**src/rtl/video_timing_pkg.sv**
```systemverilog
// rtl/video_timing_pkg.sv - composite video sample-count constants and pulse FSM state
//
// Purpose: constants shared between the composite generator and this receiver,
//          all in clk_en samples, plus the state type of the sync pulse FSM.
// Ports:   none (package).
package video_timing_pkg;

    localparam int CLK_DIV       = 16;
    localparam int HSYNC_SAMPLES = 26;
    localparam int BROAD_SAMPLES = 315;
    localparam int LINE_PERIOD   = 341;

    typedef enum logic {
        PS_HIGH = 1'b0,
        PS_LOW  = 1'b1
    } pulse_state_t;

endpackage

```
**src/rtl/sync_pulse_classifier.sv**
```systemverilog
// rtl/sync_pulse_classifier.sv - sync/luma synchronizers, pulse FSM and width classification
//
// Purpose: synchronizes the comparator bits, tracks low pulses on sync_n and
//          classifies each completed pulse by width.
// Ports:
//   clk, reset       system clock, synchronous active-high reset
//   clk_en           sample enable
//   sync_n, luma     asynchronous comparator outputs
//   luma_s           synchronized luma
//   lead_edge        sample enable cycle that sees a pulse start
//   hsync_evt        sample enable cycle that ends a valid hsync
//   vsync_evt        sample enable cycle that ends a broad pulse
//   invalid_evt      sample enable cycle that ends a pulse between hsync and broad widths
//   in_sync          FSM is inside a low pulse
module sync_pulse_classifier
    import video_timing_pkg::*;
#(
    parameter int HSYNC_MIN = 16,
    parameter int HSYNC_MAX = 40,
    parameter int VSYNC_MIN = 200
) (
    input  logic clk,
    input  logic reset,
    input  logic clk_en,
    input  logic sync_n,
    input  logic luma,
    output logic luma_s,
    output logic lead_edge,
    output logic hsync_evt,
    output logic vsync_evt,
    output logic invalid_evt,
    output logic in_sync
);

    localparam logic [8:0] W_HMIN = 9'(HSYNC_MIN);
    localparam logic [8:0] W_HMAX = 9'(HSYNC_MAX);
    localparam logic [8:0] W_VMIN = 9'(VSYNC_MIN);

    logic [1:0]   sync_ff;
    logic [1:0]   luma_ff;
    logic         sync_s;
    logic         sync_prev;
    pulse_state_t state;
    logic [8:0]   width;
    logic [8:0]   width_inc;
    logic         rise;

    assign sync_s    = sync_ff[1];
    assign luma_s    = luma_ff[1];
    assign width_inc = (width == 9'h1FF) ? width : width + 9'd1;

    // A pulse starts only on a real 1->0 transition of the sampled bit, so a
    // reset taken while sync is low leaves the tail of that pulse unclassified.
    assign lead_edge   = clk_en && (state == PS_HIGH) && !sync_s && sync_prev;
    assign rise        = clk_en && (state == PS_LOW) && sync_s;

    // width_inc on the rising sample equals the number of low samples seen.
    assign hsync_evt   = rise && (width_inc >= W_HMIN) && (width_inc <= W_HMAX);
    assign vsync_evt   = rise && (width_inc >= W_VMIN);
    assign invalid_evt = rise && (width_inc > W_HMAX) && (width_inc < W_VMIN);
    assign in_sync     = (state == PS_LOW);

    always_ff @(posedge clk) begin
        if (reset) begin
            sync_ff   <= '0;
            luma_ff   <= '0;
            sync_prev <= 1'b0;
            state     <= PS_HIGH;
            width     <= '0;
        end else begin
            sync_ff <= {sync_ff[0], sync_n};
            luma_ff <= {luma_ff[0], luma};
            if (clk_en) begin
                sync_prev <= sync_s;
                if (lead_edge) begin
                    state <= PS_LOW;
                    width <= '0;
                end else if (state == PS_LOW) begin
                    width <= width_inc;
                    if (sync_s) begin
                        state <= PS_HIGH;
                    end
                end
            end
        end
    end

endmodule

```
**src/rtl/composite_sync_separator.sv**
```systemverilog
// rtl/composite_sync_separator.sv - composite sync separator with line lock and x/y recovery
//
// Purpose: recovers line/frame timing from sliced composite video.
// Ports:
//   clk, reset            system clock, synchronous active-high reset
//   clk_en                sample enable (one clk in every 16)
//   sync_n, luma          asynchronous comparator outputs
//   hsync_pulse           one-clk strobe at the trailing edge of a valid hsync
//   vsync_pulse           one-clk strobe at the trailing edge of a broad pulse
//   x                     samples since last sync trailing edge, saturating
//   y                     lines since last vsync, saturating
//   active                inside the locked active window
//   video                 sampled luma
//   locked                line timing locked
module composite_sync_separator
    import video_timing_pkg::*;
#(
    parameter int HSYNC_MIN      = HSYNC_SAMPLES - 10,
    parameter int HSYNC_MAX      = HSYNC_SAMPLES + 14,
    parameter int VSYNC_MIN      = BROAD_SAMPLES - 115,
    parameter int LINE_SAMPLES   = LINE_PERIOD,
    parameter int LINE_TOL       = 8,
    parameter int LOCK_LINES     = 4,
    parameter int ACTIVE_SAMPLES = 300,
    parameter int ACTIVE_LINES   = 240
) (
    input  logic       clk,
    input  logic       reset,
    input  logic       clk_en,
    input  logic       sync_n,
    input  logic       luma,
    output logic       hsync_pulse,
    output logic       vsync_pulse,
    output logic [9:0] x,
    output logic [8:0] y,
    output logic       active,
    output logic       video,
    output logic       locked
);

    localparam logic [9:0] PER_LO   = 10'(LINE_SAMPLES - LINE_TOL);
    localparam logic [9:0] PER_HI   = 10'(LINE_SAMPLES + LINE_TOL);
    localparam logic [9:0] PER_TMO  = 10'(LINE_SAMPLES + LINE_TOL + 1);
    localparam logic [7:0] GOOD_MAX = 8'(LOCK_LINES);
    localparam logic [9:0] X_ACT    = 10'(ACTIVE_SAMPLES);
    localparam logic [8:0] Y_ACT    = 9'(ACTIVE_LINES);

    logic       luma_s;
    logic       lead_edge;
    logic       hsync_evt;
    logic       vsync_evt;
    logic       invalid_evt;
    logic       in_sync;

    logic [9:0] period;
    logic [9:0] period_inc;
    logic       period_ok;
    logic       timeout_hit;
    logic       timed_out;
    logic       pend_eval;
    logic       pend_good;
    logic       line_good;
    logic       line_bad;
    logic [7:0] good_cnt;
    logic [1:0] bad_cnt;

    sync_pulse_classifier #(
        .HSYNC_MIN (HSYNC_MIN),
        .HSYNC_MAX (HSYNC_MAX),
        .VSYNC_MIN (VSYNC_MIN)
    ) u_classifier (
        .clk         (clk),
        .reset       (reset),
        .clk_en      (clk_en),
        .sync_n      (sync_n),
        .luma        (luma),
        .luma_s      (luma_s),
        .lead_edge   (lead_edge),
        .hsync_evt   (hsync_evt),
        .vsync_evt   (vsync_evt),
        .invalid_evt (invalid_evt),
        .in_sync     (in_sync)
    );

    // period_inc counts this sample, so a nominal line measures LINE_SAMPLES.
    assign period_inc  = (period == 10'h3FF) ? period : period + 10'd1;
    assign period_ok   = (period_inc >= PER_LO) && (period_inc <= PER_HI);
    // A lead edge on the timeout sample is judged by the edge alone.
    assign timeout_hit = clk_en && !in_sync && !lead_edge && (period_inc == PER_TMO);

    // The period verdict taken at a lead edge is held until the pulse is
    // classified: a glitch discards it (its edge still restarts the period),
    // an invalid-width pulse is bad regardless, and the edge that ends a
    // timed-out line is not judged again.
    assign line_good = (hsync_evt || vsync_evt) && pend_eval && pend_good;
    assign line_bad  = timeout_hit || invalid_evt ||
                       ((hsync_evt || vsync_evt) && pend_eval && !pend_good);

    assign active = locked && !in_sync && (x < X_ACT) && (y < Y_ACT);

    always_ff @(posedge clk) begin
        if (reset) begin
            hsync_pulse <= 1'b0;
            vsync_pulse <= 1'b0;
            x           <= '0;
            y           <= '0;
            video       <= 1'b0;
            locked      <= 1'b0;
            period      <= '0;
            timed_out   <= 1'b0;
            pend_eval   <= 1'b0;
            pend_good   <= 1'b0;
            good_cnt    <= '0;
            bad_cnt     <= '0;
        end else begin
            hsync_pulse <= hsync_evt;
            vsync_pulse <= vsync_evt;
            if (clk_en) begin
                video <= luma_s;

                if (lead_edge) begin
                    period    <= '0;
                    pend_eval <= !timed_out;
                    pend_good <= period_ok;
                    timed_out <= 1'b0;
                end else begin
                    period <= period_inc;
                    if (timeout_hit) begin
                        timed_out <= 1'b1;
                    end
                end

                if (hsync_evt || vsync_evt) begin
                    x <= '0;
                end else if (x != 10'h3FF) begin
                    x <= x + 10'd1;
                end

                if (vsync_evt) begin
                    y <= '0;
                end else if (hsync_evt && (y != 9'h1FF)) begin
                    y <= y + 9'd1;
                end

                if (line_good) begin
                    bad_cnt <= '0;
                    if (good_cnt != GOOD_MAX) begin
                        good_cnt <= good_cnt + 8'd1;
                    end
                    if (good_cnt + 8'd1 >= GOOD_MAX) begin
                        locked <= 1'b1;
                    end
                end else if (line_bad) begin
                    good_cnt <= '0;
                    if (bad_cnt != 2'd2) begin
                        bad_cnt <= bad_cnt + 2'd1;
                    end
                    if (bad_cnt != 2'd0) begin
                        locked <= 1'b0;
                    end
                end
            end
        end
    end

endmodule

```
**config.mk**
```make
export PLATFORM = sky130hd
export DESIGN_NAME = composite_sync_separator
export DESIGN_NICKNAME = d
export VERILOG_FILES = /design/src/rtl/video_timing_pkg.sv /design/src/rtl/sync_pulse_classifier.sv /design/src/rtl/composite_sync_separator.sv
export SDC_FILE = /design/constraint.sdc
export NUM_CORES = 1
export LEC_CHECK = 0
export CAP_MARGIN = 20
export CORE_ASPECT_RATIO = 1.5
export CORE_MARGIN = 3
export CORE_UTILIZATION = 65
export CTS_BUF_LIST = sky130_fd_sc_hd__clkbuf_2 sky130_fd_sc_hd__clkbuf_4 sky130_fd_sc_hd__clkbuf_8
export DETAILED_ROUTE_END_ITERATION = 7
export GPL_ROUTABILITY_DRIVEN = 0
export PLACE_DENSITY = 0.88
export SYNTH_ARGS = -nofsm -noshare
export SYNTH_HDL_FRONTEND = slang
export SYNTH_SLANG_ARGS = --single-unit
```
**constraint.sdc**
```tcl
create_clock -name clk -period 4.08 [get_ports clk]
set_input_delay 0.408 -clock clk [delete_from_list [all_inputs] [get_ports clk]]
set_output_delay 0.408 -clock clk [all_outputs]
set_load 0.05 [all_outputs]
```
==> impl_metrics.json, run 1 <==
{
  "status": "completed",
  "timing.rr.end": "bad_cnt[0]",
  "syn-num-nets": 468,
  "crit_type": "register to register",
  "port_buffers": 28,
  "hold_viol_final": 0,
  "pre_cts_ws_ns": 0.6567,
  "dr.pass1.iters": 6,
  "ys_seq_area_share_pct": 34.25,
  "fin_hold_ws_ns": 0.4338,
  "fmax_mhz": 287.2,
  "required_ns": 4.35,
  "dieArea_um2": 6429,
  "p_leak_uw": 0.001383,
  "cts_root_buffer": "clkbuf_8",
  "grt_overflow": 0,
  "wl_per_cell_um": 15.11,
  "avgViaCountPerCell": 6.356,
  "timing.final.crit_period_ns": 3.482,
  "place_inst": 526,
  "core_area_um2": 5205,
  "cp-start-kind": "register",
  "clock_skew_ns": 0.005879,
  "synth.cell_area_um2": 3566,
  "powerDensity_nw_per_um2": 285.6,
  "maxCapViolations": 0,
  "yosysWarnings": 0,
  "ant_nets": 0,
  "area_delta_synth_final_pct": 12.39,
  "yosysUniqueCellTypes": 66,
  "hpwl_mm": 5.671,
  "insertion_delay_ns": 0.35,
  "totalNegativeSetupSlack_ns": 0,
  "hp-class": "register to register",
  "yosysTopAreaCellShare_pct": 34.25,
  "antenna_found_initial": 0,
  "ir_drop_mv": 0.2515,
  "fin_crit_sh_pct": 85.34,
  "final_cells": 540,
  "r2r_cells": 9,
  "cts_tree": "done",
  "cts.sinks": 61,
  "drtIter0Drc": 423,
  "fp.dieH_um": 96.72,
  "whs_endpoint": "pend_eval",
  "clk_pin_slew_ns": 0.06,
  "cts-resized-gates": 0,
  "synth_edf_count": 0,
  "tightest_slew_ns": 0.8454,
  "rrSetupSlack_ns": 0.60,
  "grt_usage_pct": 27.59,
  "grt_pass1_wl_mm": 14.32,
  "setup_viol": 0,
  "crit_path_end_kind": "register",
  "hold_depth": 1,
  "routed_wl_mm": 8.159,
  "cts-hold-fix-buffers": 0,
  "r2r-start": "u_classifier.width[0]",
  "synthArstFlopShare_pct": 0,
  "start_util_pct": 68.51,
  "totalPowerFinal_uw": 1145,
  "nets": 485,
  "rsz0062_at_grt": "no",
  "synthCells": 452,
  "cp_max_fo": 15,
  "cts_max_path_buffers": 2,
  "row_count": 32,
  "ys_seq_elements": 61,
  "cts_buffers": 9,
  "insertedDiodeCount": 0,
  "hold_path.startpoint": "timed_out",
  "layout-drive-gt1-share_pct": 6.568,
  "post_cts_buffers": 0,
  "pin_count": 29,
  "dieWidth_um": 66.48,
  "drc": 0,
  "first_global_vias": 3216,
  "synthTopCellsByArea": "dfxtp_1, a21oi_1, nor2_1, ha_1, nand2_1",
  "vias": 3432,
  "synthFlopType": "dfxtp_1",
  "worst_slack_ns": 0.5982,
  "h-tree-depth": 3,
  "netlist.top_cell.by_area": "dfxtp_1",
  "cp.arrival_ns": 3.75,
  "synth_area_per_cell_um2": 7.889,
  "grt_max_degree": 46,
  "slew_viol_final": 0,
  "maxSlewHeadroom_pct": 43.64
}
## worst max-delay path by stage
stage,slack (ns),end,depth (start not counted),start
after CTS,0.66,bad_cnt[0],9,u_classifier.width[0]
after global routing,0.34,bad_cnt[0],9,u_classifier.width[0]
final,0.60,bad_cnt[0],9,u_classifier.width[0]
after global placement,0.89,good_cnt[1],9,u_classifier.width[0]
after floorplan,1.44,y[6],10,u_classifier.width[1]
after detailed placement,0.66,bad_cnt[0],9,u_classifier.width[0]
## kinds of logic after synthesis
kind of cell | Yosys count | synth area share, %
xor gates and xnor gates | 17 | 4.175
and+or+nand+nor | 201 | 30.21
adders and majority gates | 11 | 3.860
muxes | 6 | 1.684
buffers and inverters | 41 | 4.912
AOI/OAI and AO/OA | 115 | 20.91
DFF | 61 | 34.25
## power breakdown
group | total [µW] | internal, µW | switching (µW)
clock network | 477 | 251 | 225
registers | 609 | 602 | 6.96
logic | 59.1 | 20.7 | 38.4
## cells in the final DEF, fill, tap and decap left out, types with 10 or more instances in the layout
cell | Yosys | layout
ha_1 | 11 | 11
nand3_1 | 20 | 20
xnor2_1 | 10 | 10
nor2_1 | 51 | 51
clkbuf_8 | 0 | 11
nor3_1 | 20 | 20
a21oi_1 | 41 | 41
o21ai_0 | 18 | 18
inv_1 | 16 | 16
dfxtp_1 | 61 | 61
and3_1 | 12 | 12
clkdlybuf4s50_1 | 0 | 28
nand2_1 | 31 | 31
## layer usage
layer / track usage, % / share of wire, %
met2: 45.75 / 51
met5: 0 / 0
met3: 6.620 / 4.5
met1: 32.84 / 42
met4: 12.36 / 2.5
## per-stage QoR
step	utilization [%]	instance area (µm²)
after global placement	73.75	3839
after global routing	77.00	4008
after floorplan	-	3566
final	77.00	4008
after CTS	77.00	4008
after detailed placement	73.75	3839
## worst max-delay path: stages, from the launching register on
cell,delay [ns]
dfxtp_1,0.39
ha_1,0.40
or3b_1,0.43
or4_4,0.45
a211oi_2,0.26
a21boi_0,0.21
a311oi_1,0.08
a221oi_2,0.74
o21ai_0,0.26
a21oi_1,0.20
## synth_stat cells (4+ instances only)
master    instances
and2_1            9
a31oi_1           7
o211ai_1          4
clkbuf_1         14
nor2b_1           9
a21o_1            5
and3_1           12
nand4_1           6
ha_1             11
inv_1            16
mux2i_1           6
a22oi_1           5
dfxtp_1          61
or3_1             7
nand2b_1          6
buf_2             7
nand2_1          31
o21ai_1           6
and4_1            4
xor2_1            7
o21ai_0          18
a21oi_1          41
xnor2_1          10
nor2_1           51
a211oi_1          4
nand3_1          20
nor3_1           20
## state kept, by name, indices dropped and copies added, names as in the netlist
signal,count
u_classifier.width,9
good_cnt,8
u_classifier.in_sync,1
u_classifier.luma_ff,2
hsync_pulse,1
x,10
timed_out,1
u_classifier.sync_ff,2
y,9
pend_good,1
period,10
video,1
pend_eval,1
locked,1
vsync_pulse,1
u_classifier.sync_prev,1
bad_cnt,2
## area by class of cell
type	count	area, µm²
clock buffers	12	158.9
well taps	68	85.08
inverters	16	60.06
multi-input cells	350	2170
clock inverters	2	10.01
flip-flops and latches	61	1221
repair buffers	31	302.8
fillers	378	1197
Note: power is estimated with default switching activity, not from simulation.
==> inputs of run 2 (changes only) <==
--- a/config.mk
+++ b/config.mk
@@ -5,7 +5,6 @@
 export SDC_FILE = /design/constraint.sdc
 export NUM_CORES = 1
 export LEC_CHECK = 0
-export CAP_MARGIN = 20
 export CORE_ASPECT_RATIO = 1.5
 export CORE_MARGIN = 3
 export CORE_UTILIZATION = 65
==> results of run 2 <==
Final layout, timing and power as in run 1 (identical DEF).
==> inputs of run 3 (changes only) <==
--- a/config.mk
+++ b/config.mk
@@ -7,11 +7,11 @@
 export LEC_CHECK = 0
 export CORE_ASPECT_RATIO = 1.5
 export CORE_MARGIN = 3
-export CORE_UTILIZATION = 65
+export CORE_UTILIZATION = 40
 export CTS_BUF_LIST = sky130_fd_sc_hd__clkbuf_2 sky130_fd_sc_hd__clkbuf_4 sky130_fd_sc_hd__clkbuf_8
 export DETAILED_ROUTE_END_ITERATION = 7
 export GPL_ROUTABILITY_DRIVEN = 0
-export PLACE_DENSITY = 0.88
+export PLACE_DENSITY = 0.58
 export SYNTH_ARGS = -nofsm -noshare
 export SYNTH_HDL_FRONTEND = slang
 export SYNTH_SLANG_ARGS = --single-unit
==> impl_metrics.json, run 3 (synthesis gave the netlist of run 1 again) <==
{
  "grt_overflow": 0,
  "r2r-start": "u_classifier.width[0]",
  "hold_path.startpoint": "timed_out",
  "worst_slack_ns": 0.6971,
  "slew_viol_final": 0,
  "port_buffers": 28,
  "first_global_vias": 3149,
  "hpwl_mm": 5.974,
  "area_delta_synth_final_pct": 16.25,
  "timing.rr.end": "bad_cnt[0]",
  "cts_buffers": 9,
  "cp-start-kind": "register",
  "layout-drive-gt1-share_pct": 6.962,
  "grt_max_degree": 46,
  "grt_pass1_wl_mm": 14.35,
  "p_leak_uw": 0.001417,
  "required_ns": 4.36,
  "final_cells": 581,
  "rsz0062_at_grt": "no",
  "rrSetupSlack_ns": 0.70,
  "dr.pass1.iters": 4,
  "final_common_cell": "dfxtp_1",
  "hold_depth": 1,
  "cts.sinks": 61,
  "final_cell_mix": "dfxtp_1, nor2_1, a21oi_1, nand2_1, clkdlybuf4s50_1",
  "core_area_um2": 8567,
  "place_inst": 565,
  "maxSlewHeadroom_pct": 43.25,
  "status": "completed",
  "wl_per_cell_um": 14.69,
  "routed_wl_mm": 8.533,
  "drc": 0,
  "pin_count": 29,
  "clock_skew_ns": 0.01151,
  "cts_tree": "done",
  "pre_cts_ws_ns": 0.7361,
  "drtIter0Drc": 217,
  "whs_endpoint": "pend_eval",
  "vias": 3315,
  "dieArea_um2": 10110,
  "hold_viol_final": 0,
  "r2r_cells": 9,
  "totalNegativeSetupSlack_ns": 0,
  "crit_path_end_kind": "register",
  "top_regs": "period (10), x (10)",
  "ant_nets": 0,
  "avgViaCountPerCell": 5.706,
  "insertion_delay_ns": 0.35,
  "cts-resized-gates": 0,
  "row_count": 41,
  "cts_root_buffer": "clkbuf_8",
  "worstPathCellList": "ha_1, or3b_1, or4_4, a211oi_2, a21boi_0, a311oi_1, a221oi_2, o21ai_0, a21oi_1",
  "max_stage_delay_ns": 0.75,
  "fin_hold_ws_ns": 0.4367,
  "cts-hold-fix-buffers": 0,
  "fin_crit_sh_pct": 82.91,
  "antenna_found_initial": 0,
  "final_util_pct": 48.39,
  "timing.final.crit_period_ns": 3.383,
  "clk_pin_slew_ns": 0.08,
  "h-tree-depth": 3,
  "cp_max_fo": 15,
  "insertedDiodeCount": 0,
  "maxCapViolations": 0,
  "fmax_mhz": 295.6,
  "powerDensity_nw_per_um2": 329.1,
  "post_cts_buffers": 0,
  "start_util_pct": 41.62,
  "crit_slowest_cell": "a221oi_2",
  "cts_max_path_buffers": 2,
  "crit_type": "register to register",
  "cp.arrival_ns": 3.67,
  "nets": 485,
  "setup_viol": 0,
  "hp-class": "register to register",
  "fp.dieH_um": 121.6,
  "dieWidth_um": 83.09,
  "ir_drop_mv": 0.1972,
  "grt_usage_pct": 17.29,
  "tightest_slew_ns": 0.8512
}
run 3: how the worst max path moves through the flow:
stage,from,to,slack (ns)
finish,u_classifier.width[0],bad_cnt[0],0.70
detailed placement,u_classifier.width[0],bad_cnt[0],0.74
global route,u_classifier.width[0],bad_cnt[0],0.43
CTS,u_classifier.width[0],bad_cnt[0],0.73
global placement,u_classifier.width[0],bad_cnt[1],0.82
floorplan,u_classifier.width[1],y[6],1.44
run 3: power breakdown:
| part | switching [µW] | leakage (µW) | internal (µW) |
|---|---|---|---|
| combinational | 38.5 | 0.000798 | 20.7 |
| clock | 256 | 0.000126 | 440 |
| sequential | 7.37 | 0.000493 | 602 |
| total | 302 | 0.00142 | 1060 |
run 3: metal layers:
| layer | GRT usage [%] | wire, µm | up-vias |
|---|---|---|---|
| li1 | - | - | 1663 |
| met1 | 20.91 | 3767 | 1558 |
| met2 | 28.82 | 4247 | 76 |
| met3 | 3.586 | 306 | 18 |
| met4 | 9.202 | 210 | 0 |
| met5 | 0 | 0 | - |
run 3: area by class of cell:
| type | count | area, µm² |
|---|---|---|
| tap | 107 | 133.9 |
| sequential | 61 | 1221 |
| inverter | 16 | 60.06 |
| timing repair buffer | 31 | 302.8 |
| clock buffer | 11 | 151.4 |
| multi-input combinational | 350 | 2170 |
| fill | 837 | 4422 |
| clock inverter | 5 | 106.4 |
run 3: stage by stage:
| step | total power (µW) | instance area (µm²) |
|---|---|---|
| after floorplan | 662.4 | 3566 |
| after global placement | 681.6 | 3887 |
| after detailed placement | 682.3 | 3887 |
| after CTS | 1378 | 4145 |
| after global routing | 1413 | 4145 |
| final | 1364 | 4145 |
run 3: worst max-delay path, delay by kind of cell, from the launching register on:
kind	cells	cell delay [ns]
simple gates	2	0.84
flops	1	0.39
fa+ha+maj	1	0.40
compound gates	6	1.70
